<file path="src/rtl/fir_decimate_requantize_if.sv">
// Sample stream between the FIR requantizer and its consumer.
// Carries the filter input, the show-ahead FIFO head and its status.
interface fir_decimate_requantize_if #(
    parameter int word_size_in  = 18,
    parameter int word_size_out = 8,
    parameter int count_width   = 3
);
    logic [word_size_in-1:0]  Data_in;
    logic                     enable;
    logic [word_size_out-1:0] Data_out;
    logic                     Data_valid;
    logic                     Data_ready;
    logic                     overflow;
    logic [count_width-1:0]   fifo_count;

    modport master (
        output Data_in, enable, Data_ready,
        input  Data_out, Data_valid, overflow, fifo_count
    );

    modport slave (
        input  Data_in, enable, Data_ready,
        output Data_out, Data_valid, overflow, fifo_count
    );
endinterface

</file>
<file path="src/rtl/fir_decimate_requantize.sv">
// Decimates the full-precision FIR output, rounds/saturates each kept sample
// to word_size_out bits and buffers it in a small show-ahead FIFO.
module fir_decimate_requantize #(
    parameter int word_size_in  = 18,
    parameter int word_size_out = 8,
    parameter int shift         = 8,
    parameter int decim         = 4,
    parameter int fifo_depth    = 4,
    parameter int count_width   = 3
) (
    input logic clock,
    input logic reset,
    fir_decimate_requantize_if.slave bus
);
    localparam int phase_w = (decim > 1) ? $clog2(decim) : 1;
    localparam int ptr_w   = (fifo_depth > 1) ? $clog2(fifo_depth) : 1;

    localparam logic [word_size_in:0] half    = {{word_size_in{1'b0}}, 1'b1} << (shift - 1);
    localparam logic [word_size_in:0] out_max =
        {{(word_size_in + 1 - word_size_out){1'b0}}, {word_size_out{1'b1}}};

    // One extra bit of headroom keeps the rounding add from wrapping.
    function automatic logic [word_size_out-1:0] requantize(input logic [word_size_in-1:0] x);
        logic [word_size_in:0] r;
        r = ({1'b0, x} + half) >> shift;
        if (r > out_max)
            return out_max[word_size_out-1:0];
        return r[word_size_out-1:0];
    endfunction

    logic [phase_w-1:0]       phase;
    logic                     keep;
    logic [word_size_out-1:0] sample_p0;
    logic                     pend_p0;

    logic [word_size_out-1:0] mem [fifo_depth];
    logic [ptr_w-1:0]         wr_ptr;
    logic [ptr_w-1:0]         rd_ptr;
    logic [count_width-1:0]   count;
    logic                     full;
    logic                     rd;
    logic                     wr;
    logic                     ovf;

    assign keep = bus.enable && (phase == '0);

    always_ff @(posedge clock) begin
        if (reset)
            phase <= '0;
        else if (bus.enable)
            phase <= (phase == phase_w'(decim - 1)) ? '0 : phase + phase_w'(1);
    end

    // Stage p0: kept sample requantized and held for the FIFO write
    always_ff @(posedge clock) begin
        if (reset)
            pend_p0 <= 1'b0;
        else
            pend_p0 <= keep;
    end

    always_ff @(posedge clock) begin
        if (keep)
            sample_p0 <= requantize(bus.Data_in);
    end

    // A read in the same cycle frees the slot, so a full FIFO still accepts.
    assign full = (count == count_width'(fifo_depth));
    assign rd   = bus.Data_valid && bus.Data_ready;
    assign wr   = pend_p0 && (!full || rd);

    always_ff @(posedge clock) begin
        if (wr)
            mem[wr_ptr] <= sample_p0;
    end

    always_ff @(posedge clock) begin
        if (reset) begin
            wr_ptr <= '0;
            rd_ptr <= '0;
            count  <= '0;
            ovf    <= 1'b0;
        end else begin
            if (wr)
                wr_ptr <= wr_ptr + ptr_w'(1);
            if (rd)
                rd_ptr <= rd_ptr + ptr_w'(1);
            case ({wr, rd})
                2'b10:   count <= count + count_width'(1);
                2'b01:   count <= count - count_width'(1);
                default: count <= count;
            endcase
            if (pend_p0 && full && !rd)
                ovf <= 1'b1;
        end
    end

    assign bus.Data_valid = (count != '0);
    assign bus.Data_out   = bus.Data_valid ? mem[rd_ptr] : '0;
    assign bus.overflow   = ovf;
    assign bus.fifo_count = count;
endmodule

</file>
<file path="src/flat_wrapper.sv">
// flat-port wrapper written by rule: the top's interface ports become plain ports
module fir_decimate_requantize_flat 
#(
    parameter int word_size_in  = 18,
    parameter int word_size_out = 8,
    parameter int shift         = 8,
    parameter int decim         = 4,
    parameter int fifo_depth    = 4,
    parameter int count_width   = 3
)
  (clock, reset, bus_Data_in, bus_enable, bus_Data_ready, bus_Data_out, bus_Data_valid, bus_overflow, bus_fifo_count);
  fir_decimate_requantize_if #(.word_size_in(word_size_in), .word_size_out(word_size_out), .count_width(count_width)) bus_i ();
  input logic clock;
  input logic reset;
  input wire logic [$bits(bus_i.Data_in)-1:0] bus_Data_in;
  input wire logic [$bits(bus_i.enable)-1:0] bus_enable;
  input wire logic [$bits(bus_i.Data_ready)-1:0] bus_Data_ready;
  output wire logic [$bits(bus_i.Data_out)-1:0] bus_Data_out;
  output wire logic [$bits(bus_i.Data_valid)-1:0] bus_Data_valid;
  output wire logic [$bits(bus_i.overflow)-1:0] bus_overflow;
  output wire logic [$bits(bus_i.fifo_count)-1:0] bus_fifo_count;
  assign bus_i.Data_in = bus_Data_in;
  assign bus_i.enable = bus_enable;
  assign bus_i.Data_ready = bus_Data_ready;
  assign bus_Data_out = bus_i.Data_out;
  assign bus_Data_valid = bus_i.Data_valid;
  assign bus_overflow = bus_i.overflow;
  assign bus_fifo_count = bus_i.fifo_count;
  fir_decimate_requantize #(.word_size_in(word_size_in), .word_size_out(word_size_out), .shift(shift), .decim(decim), .fifo_depth(fifo_depth), .count_width(count_width)) u_core (.clock(clock), .reset(reset), .bus(bus_i));
endmodule
</file>
<file path="config.mk">
export PLATFORM = sky130hd
export DESIGN_NAME = fir_decimate_requantize_flat
export DESIGN_NICKNAME = d
export VERILOG_FILES = /design/src/rtl/fir_decimate_requantize_if.sv /design/src/rtl/fir_decimate_requantize.sv /design/src/flat_wrapper.sv
export SDC_FILE = /design/constraint.sdc
export NUM_CORES = 1
export LEC_CHECK = 0
export BUFFER_PORTS_ARGS = -buffer_cell sky130_fd_sc_hd__buf_4
export CAP_MARGIN = 20
export CORE_ASPECT_RATIO = 1.5
export CORE_UTILIZATION = 45
export CTS_CLUSTER_SIZE = 40
export DETAILED_ROUTE_END_ITERATION = 7
export GPL_TIMING_DRIVEN = 1
export PLACE_DENSITY_LB_ADDON = 0.1
export SLEW_MARGIN = 20
export SYNTH_ARGS = -nofsm -noshare
export SYNTH_HDL_FRONTEND = slang
export SYNTH_SLANG_ARGS = --single-unit
</file>
<file path="constraint.sdc">
create_clock -name clock -period 4.5 [get_ports clock]
set_input_delay 0.675 -clock clock [delete_from_list [all_inputs] [get_ports clock]]
set_output_delay 0.675 -clock clock [all_outputs]
set_load 0.005 [all_outputs]
</file>
==> Word-level counts from Yosys, hierarchy flattened <==
Memories as Yosys holds them, arrays and structs flattened. A register that Yosys moved wholly into a read port is not among the register bits.
Index checks and enable logic that the tools add are counted.
{ "op_classes": {"magnitude_cmp": 1, "n_reduce_logical": 11, "addsub": 6, "muxes": 11, "eq_ne": 4} }
{ "ops": {"columns": ["cell", "count"], "rows": [
  ["$mux 8", 3],
  ["$add 18x8->19 const B", 1],
  ["$gt 11x8->1 const B", 1],
  ["$add 2x1->2 const B", 3],
  ["$mux 2", 3],
  ["$pmux 3 s2", 1],
  ["$logic_and 1x1->1", 5],
  ["$eq 2x2->1 const B", 2],
  ["$mux 1", 4],
  ["$add 3x1->3 const B", 1],
  ["$eq 3x3->1 const B", 1],
  ["$reduce_bool 3->1", 1],
  ["$sub 3x1->3 const B", 1],
  ["$eq 2x1->1 const B", 1],
  ["$logic_not 1->1", 2],
  ["$logic_not 2->1", 1],
  ["$reduce_bool 2->1", 1],
  ["$logic_or 1x1->1", 1]
]} }
{ "word_totals": {"in_bits": 22, "output_inout_bits": 13, "reg_bits": 19, "ramBits": 32, "elab_cells": 41, "mem_count": 1} }
{ "memory_table": {"columns": ["name", "words", "width", "rd", "rd_ports_with_merged_regs", "wr", "line", "rtl"], "rows": [
  ["u_core.mem", 4, 8, 1, 1, 1, "fir_decimate_requantize.sv:36", "logic [word_size_out-1:0] mem [fifo_depth];"]
]} }

==> Depth between registers and ports, before layout <==
{ "logic_depth": {"depth_word": 6, "mapped_depth": 10, "mapped_depth_nobuf": 9} }

==> Worst setup path after synthesis <==
OpenSTA, ideal clock, no wires.
{ "synth_path": {"path_type": "input port to flip-flop", "from": "input port bus_Data_ready", "to": "register u_core.count[2], in the netlist u_core.bus.fifo_count[2]", "slack_ns": 2.115, "stages": 10, "setup_time_ns": 0.070, "t_required_ns": 4.430, "path_buffers": 1, "arrival_ns": 2.315, "path_cell_list": "nor4b_2 nor2b_1 buf_2 inv_1 ha_1 inv_1 fa_1 xor2_1 or3_1 a21oi_1"} }
{ "synth_between": {"elab_chain_cells": 5, "elab_cells_between_ends": 7, "cone_classes": "eq/ne: 2; mux: 1; reduce/logical: 4"} }
{ "synth_rtl": {"columns": ["element", "line", "rtl"], "rows": [
  ["start, declared", "flat_wrapper.sv:17", "input wire logic [$bits(bus_i.Data_ready)-1:0] bus_Data_ready;"],
  ["$logic_and 1x1->1 *", "fir_decimate_requantize.sv:69", "assign rd = bus.Data_valid && bus.Data_ready;"],
  ["$logic_or 1x1->1", "fir_decimate_requantize.sv:70", "assign wr = pend_p0 && (!full || rd);"],
  ["$logic_and 1x1->1", "fir_decimate_requantize.sv:70", null],
  ["$eq 2x1->1 or $eq 2x2->1 (tied branches)", "fir_decimate_requantize.sv:88", "case ({wr, rd})"],
  ["$pmux 3 s2 or $reduce_bool 2->1 (tied branches)", null, null],
  ["end signal, assigned", "fir_decimate_requantize.sv:89", "2'b10: count <= count + count_width'(1);"],
  ["end signal, assigned", "fir_decimate_requantize.sv:90", "2'b01: count <= count - count_width'(1);"],
  ["end signal, assigned", "fir_decimate_requantize.sv:91", "default: count <= count;"],
  ["end, declared", "fir_decimate_requantize.sv:39", "logic [count_width-1:0] count;"]
]} }
Every way passes the cells marked *; elsewhere a longest branch is shown, timed or not.
A chain may end at the register's enable or synchronous reset.

==> flow_summary.toml <==
[outcome]
status = "finished clean"

[timing]
worst_slew_pin_slew_ns = 0.548
final_min_period_over_clock_period_pct = 56.0
rsz0062_at_grt = "false"
min_period_ns = 2.52
fin_worst_skew_ns = 0.00543
timing.slew.headroom_pct = 63.4
setup_tns_ns = 0
finalMaxSlewViolations = 0
hold_viol_final = 0
achievable-frequency_ghz = 0.397
finalSetupViolations = 0

[yosys]
syn-mean-instance-area_um2 = 14.0
synth_cell_types = 35
post_synth_inst_count = 167
postSynth.topFlopCell = "sky130_fd_sc_hd__edfxtp_1"
synth_nets = 198
cell_area_after_synthesis_mm2 = 0.00234
synth.yosys.seq_area_share_pct = 62.5
async_flop_share_pct = 0
synth_edf_count = 40
synth.yosys.warnings = 0
ys_ff_latch = 53

[global_route]
grt_first_pass_wirelength_mm = 6.05
groute.usage.overall_pct = 15.2
grt_max_degree = 17
grt_pass1_vias = 1343
number_of_antenna_violations_at_the_first_check_in_global_routing = 0
grt_remaining_overflow = 0

[floorplan]
io-pin-count = 35
design.core.area_mm2 = 0.00493
placement_rows = 31
die_w_um = 60.9
fp.dieH_um = 90.3
die_area_mm2 = 0.00550
start_util_pct = 47.5

[routing]
drtPass1Iterations = 4
via_per_inst = 5.18
total_vias_in_the_final_route = 1363
wl_mm = 3.76
antenna_left = 0
initialDrtViolationCount = 17
remaining_drc_errors = 0
wl_per_cell_um = 14.3

[cts]
post_cts_hold_buffer_count = 0
cts_resized = 0
tritoncts = "yes"
cts_root_buf = "sky130_fd_sc_hd__clkbuf_8"
worst_skew_pair.late_latency_ns = 0.29
cts-htree-levels = 2
cts_inserted_buffers = 5
numClockSinks = 53
cts_setup_buffers = 0
cts_clock_pin_slew_for_the_worst_setup_and_hold_paths_ns = 0.09
ctsLongestPathBuffers = 2

[finish]
antenna_cells_inserted = 0
final_net_count = 227
layout-drive-gt1-share_pct = 24.4
filler_cell_count = 436
layout-area-overhead-vs-synth_pct = 14.6
layout_commonest_cell = "sky130_fd_sc_hd__edfxtp_1"
most-common-layout-cells = "sky130_fd_sc_hd__edfxtp_1, sky130_fd_sc_hd__buf_4, sky130_fd_sc_hd__nor2_1, sky130_fd_sc_hd__and2_1, sky130_fd_sc_hd__dfxtp_1"
finish.cell_count_without_fillers = 263

[critical_path]
critical_path_end_type = "output port"
worstPathRequired_ns = 3.83
path_cells = "mux4_2 > and2_1 > buf_4"
worstSetupStartpointType = "register"
arrival_worst_endpoint_ns = 1.85
setup.worst_path.class = "reg2out"
worstReg2RegStart = "u_core.bus.fifo_count[0]"
cpPeakStageDelay_ns = 0.68
timing.critical_path.fanout_max = 8
timing.critical_path.slowest_stage_cell = "sky130_fd_sc_hd__dfxtp_1"

[flow_run]
drv_cap = 0

[placed_design]
dpl.hpwl_mm = 2.80
routabilityCongestion = 0.762
placed_cells_incl_taps = 255
portBuffers = 27

[power_and_ir_drop]
vdd.ir_drop.worst_uv = 196
power_per_cell_area_mw_per_mm2 = 429
totalPowerFinal_mw = 1.15
total_leakage_power_nw = 0.935

[hold_path]
timing.hold.worst.start = "u_core.bus.overflow"
min_delay_worst_type = "reg2reg"
==> final timing paths <==
check,cells past startpoint,endpoint,slack [ns]
min reg2reg,2,u_core.bus.overflow,0.48
max reg2reg,9,u_core.bus.fifo_count[2],2.25
max,3,bus_Data_out[5],1.98
min,2,u_core.bus.overflow,0.48
==> synth_stat cells, types with 2 or more instances <==
library cell | n | area [µm²]
sky130_fd_sc_hd__a21oi_1 | 3 | 15.0
sky130_fd_sc_hd__a22oi_1 | 2 | 15.0
sky130_fd_sc_hd__a31oi_1 | 2 | 12.5
sky130_fd_sc_hd__and2_1 | 13 | 81.3
sky130_fd_sc_hd__clkbuf_1 | 2 | 7.51
sky130_fd_sc_hd__dfxtp_1 | 13 | 260
sky130_fd_sc_hd__edfxtp_1 | 40 | 1200
sky130_fd_sc_hd__ha_1 | 8 | 100
sky130_fd_sc_hd__inv_1 | 11 | 41.3
sky130_fd_sc_hd__mux2i_1 | 4 | 40.0
sky130_fd_sc_hd__mux4_2 | 8 | 180
sky130_fd_sc_hd__nand2_1 | 4 | 15.0
sky130_fd_sc_hd__nand3_1 | 5 | 25.0
sky130_fd_sc_hd__nand4_1 | 3 | 18.8
sky130_fd_sc_hd__nor2_1 | 19 | 71.3
sky130_fd_sc_hd__nor2b_1 | 2 | 12.5
sky130_fd_sc_hd__o21ai_0 | 5 | 25.0
sky130_fd_sc_hd__xnor2_1 | 4 | 35.0
sky130_fd_sc_hd__xor2_1 | 3 | 26.3
==> kinds of logic after synthesis <==
| logic type | share of synthesized area [%] |
|---|---|
| muxes | 9.42 |
| AOI/OAI and AO/OA | 3.42 |
| buffers and inverters | 3.10 |
| DFF | 62.5 |
| and+or+nand+nor | 13.8 |
| adders and majority gates | 5.14 |
| xor gates and xnor gates | 2.62 |
==> worst max-delay path, delay by kind of cell, from the launching register on <==
kind / cells / cell delay (ns)
muxes: 1 / 0.58
DFF: 1 / 0.68
and+or+nand+nor: 1 / 0.17
buffers and inverters: 1 / 0.13
==> stage by stage <==
stage,util [%],area (µm²),setup slack (ns),hold slack (ns)
2_1_floorplan,-,2340,2.12,0.447
3_3_place_gp,52.6,2590,1.93,0.455
3_5_place_dp,52.6,2590,1.87,0.461
4_1_cts,54.4,2680,1.92,0.483
5_1_grt,54.4,2680,1.84,0.495
6_report,54.4,2680,1.98,0.479
==> final cells by class <==
cell class              instances  area, µm²  area share [%]
clock inverters                 2       15.0           0.560
inverters                      11       41.3            1.54
multi-input cells              98        805            30.0
flip-flops and latches         53       1460            54.5
repair buffers                 27        203            7.56
clock buffers                   6       72.6            2.71
well taps                      66       82.6            3.08
==> where the power goes <==
| part | internal [mW] | switching (mW) | leakage, nW | total, mW |
|---|---|---|---|---|
| Combinational | 0.175 | 0.122 | 0.445 | 0.297 |
| Clock | 0.110 | 0.146 | 0.0374 | 0.255 |
| Sequential | 0.557 | 0.0410 | 0.453 | 0.598 |
==> metal layers <==
layer  up-vias  wire (µm)  part of all wire (%)  track usage (%)
met5         -          0                     0                0
met4         0         37                  0.98             6.06
met3         4        120                   3.2             4.01
met2        34       2160                    57             27.3
met1       665       1440                    38             16.0
li1        660          -                     -                -
==> registers in the layout, summed over array words and instances (netlist names), named ones only <==
signal and cells:
u_core.mem 32, u_core.sample_p0 8, u_core.bus.fifo_count 3, u_core.phase 2, u_core.rd_ptr 2, u_core.wr_ptr 2, u_core.bus.overflow 1, u_core.pend_p0 1
(Power assumes the default switching activity.)
